==> src/rtl/adc_capture_sequencer_if.sv <==
// Signal bundle between the host/FIFO side and adc_capture_sequencer.
// The master side drives the capture request, source select, ADC sample and
// FIFO back-pressure; the slave side (the sequencer) drives the FIFO write
// strobe, the converted sample and the status flags.
interface adc_capture_sequencer_if;
    logic        collectData;   // host capture request, level-sensitive
    logic        testMode;      // 1 = counter source, 0 = ADC source
    logic [9:0]  adcData;       // unsigned ADC sample, new value every clock
    logic        fifoFull;      // FIFO cannot take a write (one entry early)
    logic        fifoWrite;     // one-cycle write strobe
    logic [15:0] fifoData;      // signed 16-bit sample, valid with fifoWrite
    logic        overflow;      // sticky: a sample was dropped since last start
    logic        busy;          // sequencer is not idle

    modport master (
        output collectData,
        output testMode,
        output adcData,
        output fifoFull,
        input  fifoWrite,
        input  fifoData,
        input  overflow,
        input  busy
    );

    modport slave (
        input  collectData,
        input  testMode,
        input  adcData,
        input  fifoFull,
        output fifoWrite,
        output fifoData,
        output overflow,
        output busy
    );
endinterface

==> src/rtl/adc_capture_sequencer.sv <==
// ADC capture sequencer.
// On a host request the block discards SETTLE_CYCLES samples while the ADC
// pipeline settles, then streams one sample per clock into a downstream FIFO
// as a signed 16-bit word. When the request drops, the block keeps streaming
// until the written word count reaches a BLOCK_WORDS boundary so the host
// always receives whole blocks. Samples offered while the FIFO is full are
// dropped and flagged through a sticky overflow bit.
module adc_capture_sequencer #(
    parameter int SETTLE_CYCLES = 16,
    parameter int BLOCK_WORDS   = 8192
) (
    input logic                    clock,
    input logic                    reset,
    adc_capture_sequencer_if.slave bus
);

    // Word counter is exactly log2(BLOCK_WORDS) bits so it wraps on a block
    // boundary by itself.
    localparam int         WORD_CNT_W  = $clog2(BLOCK_WORDS);
    localparam logic [7:0] SETTLE_LAST = 8'(SETTLE_CYCLES - 1);

    typedef enum logic [1:0] {
        ST_IDLE   = 2'd0,
        ST_SETTLE = 2'd1,
        ST_RUN    = 2'd2,
        ST_FLUSH  = 2'd3
    } state_t;

    // (sample - 512) * 64 in 16-bit two's complement. Inverting the MSB turns
    // offset binary into two's complement; the six zero LSBs are the *64.
    function automatic logic [15:0] f_offset_to_signed(input logic [9:0] i_sample);
        f_offset_to_signed = {~i_sample[9], i_sample[8:0], 6'b000000};
    endfunction

    state_t                  r_state;
    state_t                  w_state_next;
    logic [7:0]              r_settle_cnt;
    logic [WORD_CNT_W-1:0]   r_word_cnt;
    logic [WORD_CNT_W-1:0]   w_word_next;
    logic [9:0]              r_test_cnt;
    logic                    r_src_sel;
    logic [9:0]              r_adc_q;
    logic                    r_overflow;
    logic                    r_fifo_write;
    logic [15:0]             r_fifo_data;
    logic                    r_busy;

    logic                    w_start;
    logic                    w_offer;
    logic                    w_write;
    logic                    w_drop;
    logic [9:0]              w_sample;

    // Datapath decode: start condition, per-cycle offer/write/drop and the
    // word count this cycle's write would leave behind.
    always_comb begin
        w_start     = (r_state == ST_IDLE) && bus.collectData;
        w_offer     = (r_state == ST_RUN) || (r_state == ST_FLUSH);
        w_write     = w_offer && !bus.fifoFull;
        w_drop      = w_offer && bus.fifoFull;
        w_word_next = r_word_cnt + WORD_CNT_W'(w_write);
        if (r_src_sel) begin
            w_sample = r_test_cnt;
        end else begin
            w_sample = r_adc_q;
        end
    end

    // Next-state logic. Leaving RUN or FLUSH is judged on the post-write word
    // count so the final block is always complete. FLUSH ignores collectData.
    always_comb begin
        w_state_next = r_state;
        case (r_state)
            ST_IDLE: begin
                if (bus.collectData) begin
                    w_state_next = ST_SETTLE;
                end else begin
                    w_state_next = ST_IDLE;
                end
            end
            ST_SETTLE: begin
                if (!bus.collectData) begin
                    w_state_next = ST_IDLE;
                end else if (r_settle_cnt == SETTLE_LAST) begin
                    w_state_next = ST_RUN;
                end else begin
                    w_state_next = ST_SETTLE;
                end
            end
            ST_RUN: begin
                if (bus.collectData) begin
                    w_state_next = ST_RUN;
                end else if (w_word_next == {WORD_CNT_W{1'b0}}) begin
                    w_state_next = ST_IDLE;
                end else begin
                    w_state_next = ST_FLUSH;
                end
            end
            ST_FLUSH: begin
                if (w_word_next == {WORD_CNT_W{1'b0}}) begin
                    w_state_next = ST_IDLE;
                end else begin
                    w_state_next = ST_FLUSH;
                end
            end
            default: begin
                w_state_next = ST_IDLE;
            end
        endcase
    end

    // State register with busy flag registered alongside it.
    always_ff @(posedge clock) begin
        if (reset) begin
            r_state <= ST_IDLE;
            r_busy  <= 1'b0;
        end else begin
            r_state <= w_state_next;
            r_busy  <= (w_state_next != ST_IDLE);
        end
    end

    // Settle counter: cleared on start, one count per SETTLE clock.
    always_ff @(posedge clock) begin
        if (reset) begin
            r_settle_cnt <= 8'd0;
        end else if (w_start) begin
            r_settle_cnt <= 8'd0;
        end else if (r_state == ST_SETTLE) begin
            r_settle_cnt <= r_settle_cnt + 8'd1;
        end else begin
            r_settle_cnt <= r_settle_cnt;
        end
    end

    // Block word counter: advances only on accepted writes, wraps per block.
    always_ff @(posedge clock) begin
        if (reset) begin
            r_word_cnt <= {WORD_CNT_W{1'b0}};
        end else if (w_start) begin
            r_word_cnt <= {WORD_CNT_W{1'b0}};
        end else begin
            r_word_cnt <= w_word_next;
        end
    end

    // Test pattern counter: one step per offered sample, written or dropped.
    always_ff @(posedge clock) begin
        if (reset) begin
            r_test_cnt <= 10'd0;
        end else if (w_start) begin
            r_test_cnt <= 10'd0;
        end else if (w_offer) begin
            r_test_cnt <= r_test_cnt + 10'd1;
        end else begin
            r_test_cnt <= r_test_cnt;
        end
    end

    // Source select is latched at start so testMode is ignored while busy.
    always_ff @(posedge clock) begin
        if (reset) begin
            r_src_sel <= 1'b0;
        end else if (w_start) begin
            r_src_sel <= bus.testMode;
        end else begin
            r_src_sel <= r_src_sel;
        end
    end

    // First pipeline stage for the ADC sample.
    always_ff @(posedge clock) begin
        if (reset) begin
            r_adc_q <= 10'd0;
        end else begin
            r_adc_q <= bus.adcData;
        end
    end

    // Sticky overflow: cleared only on start, set by any dropped sample.
    always_ff @(posedge clock) begin
        if (reset) begin
            r_overflow <= 1'b0;
        end else if (w_start) begin
            r_overflow <= 1'b0;
        end else if (w_drop) begin
            r_overflow <= 1'b1;
        end else begin
            r_overflow <= r_overflow;
        end
    end

    // Registered output stage: strobe plus converted sample, data held otherwise.
    always_ff @(posedge clock) begin
        if (reset) begin
            r_fifo_write <= 1'b0;
            r_fifo_data  <= 16'h0000;
        end else begin
            r_fifo_write <= w_write;
            if (w_write) begin
                r_fifo_data <= f_offset_to_signed(w_sample);
            end else begin
                r_fifo_data <= r_fifo_data;
            end
        end
    end

    assign bus.fifoWrite = r_fifo_write;
    assign bus.fifoData  = r_fifo_data;
    assign bus.overflow  = r_overflow;
    assign bus.busy      = r_busy;

endmodule

==> src/flat_wrapper.sv <==
// flat-port wrapper written by rule: the top's interface ports become plain ports
module adc_capture_sequencer_flat 
#(
    parameter int SETTLE_CYCLES = 16,
    parameter int BLOCK_WORDS   = 8192
)
  (clock, reset, bus_collectData, bus_testMode, bus_adcData, bus_fifoFull, bus_fifoWrite, bus_fifoData, bus_overflow, bus_busy);
  adc_capture_sequencer_if bus_i ();
  input logic clock;
  input logic reset;
  input wire logic [$bits(bus_i.collectData)-1:0] bus_collectData;
  input wire logic [$bits(bus_i.testMode)-1:0] bus_testMode;
  input wire logic [$bits(bus_i.adcData)-1:0] bus_adcData;
  input wire logic [$bits(bus_i.fifoFull)-1:0] bus_fifoFull;
  output wire logic [$bits(bus_i.fifoWrite)-1:0] bus_fifoWrite;
  output wire logic [$bits(bus_i.fifoData)-1:0] bus_fifoData;
  output wire logic [$bits(bus_i.overflow)-1:0] bus_overflow;
  output wire logic [$bits(bus_i.busy)-1:0] bus_busy;
  assign bus_i.collectData = bus_collectData;
  assign bus_i.testMode = bus_testMode;
  assign bus_i.adcData = bus_adcData;
  assign bus_i.fifoFull = bus_fifoFull;
  assign bus_fifoWrite = bus_i.fifoWrite;
  assign bus_fifoData = bus_i.fifoData;
  assign bus_overflow = bus_i.overflow;
  assign bus_busy = bus_i.busy;
  adc_capture_sequencer #(.SETTLE_CYCLES(SETTLE_CYCLES), .BLOCK_WORDS(BLOCK_WORDS)) u_core (.clock(clock), .reset(reset), .bus(bus_i));
endmodule
==> config.mk <==
export PLATFORM = sky130hd
export DESIGN_NAME = adc_capture_sequencer_flat
export DESIGN_NICKNAME = d
export VERILOG_FILES = /design/src/rtl/adc_capture_sequencer_if.sv /design/src/rtl/adc_capture_sequencer.sv /design/src/flat_wrapper.sv
export SDC_FILE = /design/constraint.sdc
export NUM_CORES = 1
export LEC_CHECK = 0
export ABC_AREA = 1
export CAP_MARGIN = 20
export CELL_PAD_IN_SITES_DETAIL_PLACEMENT = 1
export CELL_PAD_IN_SITES_GLOBAL_PLACEMENT = 2
export CORE_MARGIN = 2
export CORE_UTILIZATION = 28
export DETAILED_ROUTE_END_ITERATION = 6
export PLACE_DENSITY = 0.86
export SYNTH_ARGS = -nofsm -noshare
export SYNTH_HDL_FRONTEND = slang
export SYNTH_SLANG_ARGS = --single-unit
==> constraint.sdc <==
create_clock -name clock -period 2.4 [get_ports clock]
set_input_delay 0.36 -clock clock [delete_from_list [all_inputs] [get_ports clock]]
set_output_delay 0.36 -clock clock [all_outputs]
set_load 0.03 [all_outputs]
* Yosys cells after proc, flatten, opt, wreduce, memory -nomap -nowiden
Cells that the tools add are included.
Cells by class: $lt $le $gt $ge 0, shifts and indexed selects 0, bitwise operators 1, multipliers 0, mux-type cells 7, reduce and logical (&&, ||, !) cells 9, add/sub/neg operators 3, div/mod/pow operators 0, eq/ne operators 4
Operators by type and width (count):
- 13-bit by 1-bit adder with 13-bit output | 1
- 13-bit logical NOT | 1
- 10-bit by 1-bit adder with 10-bit output (second input constant) | 1
- 10-bit two-way mux | 1
- 8-bit by 1-bit adder with 8-bit output (second input constant) | 1
- 8-bit by 4-bit equality test with 1-bit output (second input constant) | 1
- 2-bit two-way mux | 4
- 2-bit case mux with 4 select lines | 1
- 2-bit equality test (second input constant) | 2
- 1-bit logical AND | 3
- 2-bit by 1-bit equality test with 1-bit output (second input constant) | 1
- 2-bit logical NOT | 1
- 2-bit nonzero test | 1
- 2-bit OR reduction | 1
- 1-bit logical NOT | 1
- 1-bit logical OR | 1
- 1-bit two-way mux | 1
- 1-bit NOT | 1
Word-level totals: register bits after elaboration 57, memories 0, input port bits 15, bits in latches 0, RAM bits 0, output and inout bits 19, word-level logic and storage cells 34, bits in read-only memories 0

* Logic depth before layout (Yosys ltp)
depth in word-level cells 9, gate-level depth with buffers 19, depth with buffers taken out 17

* Least setup slack after synthesis
OpenSTA, ideal clock, no wires.
kind reg-to-reg, start point reg u_core.r_state[1], end point reg u_core.r_busy (netlist: u_core.bus.busy), buffers on the path 2, data required time 2.286 ns, arrival 2.385 ns, setup time 0.114 ns, period minus slack after synthesis 2.498 ns, stages on the path, launching flop included 18, setup slack -0.098 ns, cells stage by stage dfxtp_1 > buf_2 > inv_2 > nor2_1 > clkbuf_1 > ha_1 > ha_1 > nand3_2 > inv_2 > nand2_1 > xor2_2 > clkinv_1 > nor2_2 > nand3_2 > o21ai_2 > nand3_2 > nand2_2 > nand2_1
On the way: word-level cells in the longest chain between the ends 9, elaborated cells between the ends (all ways) 12, classes of those cells 1 x add/sub; 3 x eq/ne; 3 x mux; 5 x reduce/logical
RTL lines:
- from (decl) | line adc_capture_sequencer.sv:35 | state_t r_state;
- from (signal assigned) | line adc_capture_sequencer.sv:118 | r_state <= w_state_next;
- 2-bit equality test | line adc_capture_sequencer.sv:58 | w_offer = (r_state == ST_RUN) || (r_state == ST_FLUSH);
- 1-bit logical OR (*) | line adc_capture_sequencer.sv:58
- 1-bit logical AND (*) | line adc_capture_sequencer.sv:59 | w_write = w_offer && !bus.fifoFull;
- named net u_core.w_write | line adc_capture_sequencer.sv:50 | logic w_write;
- 13-bit by 1-bit adder with 13-bit output (*) | line adc_capture_sequencer.sv:61 | w_word_next = r_word_cnt + WORD_CNT_W'(w_write);
- 13-bit logical NOT (*) | line adc_capture_sequencer.sv:93, adc_capture_sequencer.sv:100
- 2-bit two-way mux (*) | line adc_capture_sequencer.sv:93, adc_capture_sequencer.sv:100
- 2-bit two-way mux | line adc_capture_sequencer.sv:91 | if (bus.collectData) begin
- 2-bit case mux with 4 select lines (*) | line adc_capture_sequencer.sv:73 | case (r_state)
- 2-bit nonzero test (*) | line adc_capture_sequencer.sv:119 | r_busy <= (w_state_next != ST_IDLE);
- to (signal assigned) | line adc_capture_sequencer.sv:119
- to (decl) | line adc_capture_sequencer.sv:46 | logic r_busy;
The timed path passes the listed nets; every way through them passes the cells marked *. A chain may end at the register's enable or synchronous reset.

* Final worst setup path
start point reg u_core.r_state[1], end point reg u_core.r_busy (netlist: u_core.bus.busy)
On the way: word-level cells in the longest chain between the ends 9, elaborated cells between the ends (all ways) 12, classes of those cells 1 x add/sub; 3 x eq/ne; 3 x mux; 5 x reduce/logical
RTL lines (line):
- 2-bit equality test | adc_capture_sequencer.sv:58, adc_capture_sequencer.sv:73
- 1-bit logical OR | adc_capture_sequencer.sv:58
- 1-bit logical AND | adc_capture_sequencer.sv:59
- 13-bit by 1-bit adder with 13-bit output | adc_capture_sequencer.sv:61
- 13-bit logical NOT | adc_capture_sequencer.sv:93, adc_capture_sequencer.sv:100
- 2-bit two-way mux | adc_capture_sequencer.sv:93, adc_capture_sequencer.sv:100
- 2-bit two-way mux | adc_capture_sequencer.sv:91
- 2-bit case mux with 4 select lines (*) | adc_capture_sequencer.sv:73
- 2-bit nonzero test (*) | adc_capture_sequencer.sv:119
Mark *: on every way between the ends. The rest lies on a longest branch, timed or not.

==> results <==
==> synthesized netlist by cell type, drive strengths merged <==
cell    number
a21oi       38
buf          8
clkbuf       7
clkinv       3
conb         1
dfxtp       57
ha           4
inv         51
nand2       69
nand3       23
nand3b       2
nand4        4
nor2        49
nor3         6
nor3b        3
o21ai       23
o221a        1
xnor2        1
xor2         2
==> worst max path at each step <==
stage,start,slack [ns],cells after the start,end
global placement,bus_fifoFull,-0.11,15,u_core.bus.busy$_SDFF_PP0_
global route,u_core.r_state[1]$_SDFF_PP0_,0.03,18,u_core.bus.busy$_SDFF_PP0_
floorplan,u_core.r_state[1]$_SDFF_PP0_,0.005,17,u_core.bus.busy$_SDFF_PP0_
detailed placement,bus_fifoFull,-0.23,15,u_core.bus.busy$_SDFF_PP0_
CTS,bus_fifoFull,0.11,15,u_core.bus.busy$_SDFF_PP0_
finish,u_core.r_state[1]$_SDFF_PP0_,0.27,15,u_core.bus.busy$_SDFF_PP0_
==> power breakdown <==
part / leakage (nW) / internal [mW] / switching (mW) / total, mW
logic: 0.790 / 0.0433 / 0.0655 / 0.109
clock network: 0.0960 / 0.487 / 0.439 / 0.927
registers: 0.463 / 0.959 / 0.00958 / 0.969
total: 1.35 / 1.49 / 0.515 / 2.00
==> cells in the final DEF (no fill, tap or decap) <==
cell type,Yosys,final
nor2_1,42,41
o221a_2,1,1
ha_1,4,2
nor3_2,1,1
dfxtp_2,0,1
nor3b_1,3,3
xor2_1,1,1
clkinv_4,0,3
buf_12,0,1
clkinvlp_4,0,2
nor2_2,5,5
dfxtp_1,57,56
bufinv_16,0,1
nand3_1,19,19
a21oi_1,38,38
inv_1,49,49
inv_2,2,3
nor3_1,5,5
nor2_4,2,3
buf_4,7,13
inv_6,0,1
ha_2,0,2
nand3b_1,2,2
nand2_2,2,2
clkdlybuf4s50_1,0,26
nand4_1,4,4
nand2_1,67,67
o21ai_2,2,2
nand3_2,4,4
xor2_2,1,1
o21ai_0,21,21
dlymetal6s2s_1,0,1
xnor2_1,1,1
conb_1,1,6
clkbuf_8,0,9
clkinv_1,3,2
==> per-layer routing <==
metal	track usage	vias up
li1	-	1182
met1	0.1603	1059
met2	0.2568	25
met3	0.03514	7
met4	0.05163	0
met5	0	-
==> final cells by class <==
cell class,instances,area [sq um],area share
sequential,57,1142,0.3542
clock buffer,9,123.9,0.03840
inverter,54,202.7,0.06284
timing repair buffer,41,390.4,0.1210
clock inverter,7,80.08,0.02483
multi-input combinational,231,1151,0.3569
tap,108,135.1,0.04189
==> critical path: stages (launching register included) <==
cell and delay, ns:
dfxtp_2 0.34, inv_2 0.07, nor2_4 0.12, ha_2 0.18, ha_2 0.19, nand3_2 0.13
buf_4 0.17, xnor2_1 0.14, nor2_2 0.13, nand2_1 0.08, nor2_2 0.09, nand3_2 0.08
nand2_1 0.07, nand3_1 0.08, nand2_1 0.10, nand2_1 0.07
==> what timing repair did <==
item / in CTS / in global routing
endpoints found under the setup margin: 0 / 3
gates resized for setup: 0 / 6
hold endpoints to repair: 0 / 0
setup buffers: 0 / 1
==> logic make-up after synthesis <==
kind of cell,count (synthesis)
other,1
and+or+nand+nor,156
buffers and inverters,69
xor gates and xnor gates,3
adders and majority gates,4
DFF,57
AOI/OAI and AO/OA,62
==> through the flow <==
step / cell area, sq um / worst slack (ns) / util / instances
floorplan: 2570 / 0.004892 / - / 357
global placement: 3000 / -0.1111 / 0.3424 / 490
detailed placement: 3000 / -0.2323 / 0.3424 / 490
CTS: 3204 / 0.1103 / 0.3656 / 506
global route: 3226 / 0.02983 / 0.3681 / 507
finish: 3226 / 0.2716 / 0.3681 / 507
==> flip-flops by register name, indices dropped and copies added (netlist names), 2 cells and up <==
signal and count:
u_core.r_state 2, u_core.r_settle_cnt 8, u_core.bus.fifoData 10, u_core.r_word_cnt 13, u_core.r_test_cnt 10, u_core.r_adc_q 10
==> impl_results.md <==
* Outcome: completed
* XOR/XNOR share of the synthesized area at 0.01326
* Row count at 34
* Critical Path RT at 2.63 ns
* Vias per cell at 4.483
* GRT Total Usage at 0.1416
* Die X at 99.39 microns
* Worst hold-check path type: flop to flop
* Routed wire length at 6.483 mm
* Synthesized instance count at 352
* Distinct cells, synth at 28
* Reg2reg setup slack at 0.27 ns
* Worst Path Max Fanout at 5
* Reg2Reg Launch Point: u_core.r_state[1]$_SDFF_PP0_
* Max cap viols at 0
* I/O Pins at 34
* Initial antenna violation count at 0
* WL/cell at 12.79 microns
* Via count of the first global-routing pass at 2357
* WL met1 at 2.825 mm
* FF-to-FF End: u_core.bus.busy$_SDFF_PP0_
* Reg clk slew, reported paths at 0.08 ns
* Final Hold Vio Count at 0
* Die Y-Extent at 99.39 microns
* WL met2 at 3.395 mm
* Sink Count at 57
* Pre-Repair DR Iteration Count at 4
* Post-route ant nets at 0
* Critical hold path startpoint: u_core.r_adc_q[8]$_SDFF_PP0_
* Post-layout power at 2.004 mW
* Adder-cell share of the synthesized area at 0.01965
* Crit. End Element: flop
* Fillers at 1100
* Inserted Diodes at 0
* Share of the synthesized area in the top cell type at 0.4479
* Final-report max-slew violation count at 0
* Synth Area in Simple Gates at 0.2780
* Via Count at 2273
* Largest net degree at the start of global routing at 15
* DR WL met3 at 178 microns
* Clock Path Buffers at 2
* Setup total negative slack at 0 ns
* Starting DRT DRC Count at 55
* Main combinational cell family by area after synthesis: simple AND/OR/NAND/NOR gates
* R2R cell count at 15
* Post-synthesis compound-gate area fraction at 0.1272
* Peak Freq at 469.8 MHz
* Number of synthesized register bits at 57
* First-pass GRT wire length at 10.99 mm
* Clock latency on the worst-skew pair at 0.35 ns
* Highest metal used: met4
* Fin Hold WS at 0.4551 ns
* Critical Path Source Type: flop
* Worst path arrival time at 2.36 ns
* DIE AREA at 0.009877 sq mm
* Peak VDD IR at 0.0002639 V
* Ys Warns at 0
* Htree depth at 3
* CTS tree: yes
* Final Net Count at 413
* Synth top area cells: dfxtp_1 (45%), nand2_1 (9.9%), a21oi_1 (7.5%)
* Power density relative to cell area at 621.3 mW/mm^2
* Min-Delay Endpoint: u_core.bus.fifoData[14]$_SDFFE_PP0P_
* Core area at 0.008763 sq mm
* Netlist Area Pre-Place at 0.002547 sq mm
* Remaining DRCs at 0
* Fin crit share at 0.8868
* Gpl congestion at 0.8144
* Post-DP HPWL at 4.854 mm
* Clk_skew at 0.007719 ns
* RSZ-0062 raised after global routing: false
* Mux share of post-synthesis cell area at 0
* Hold Buf Count CTS at 0
* Yosys top cell by area: dfxtp_1
* Fin crit period at 2.128 ns
* # setup viols final at 0
* Mean Syn Cell Area at 7.237 sq um
* Root cell of the clock tree: clkbuf_8
* Congestion Overflow GR at 0
* Layout cells sized above 1 at 0.1378
* Pleak at 1.349 nW
* TritonCTS buffer count at 9
* P&R area growth vs syn at 26.62%
* Initial Util at 0.2907
* Critical path class: flop to flop
* Post-synthesis sequential area ratio at 0.4479
* Hold Path Depth at 2
* Port Buffers at 27
Power figures use the tool's default switching activity.
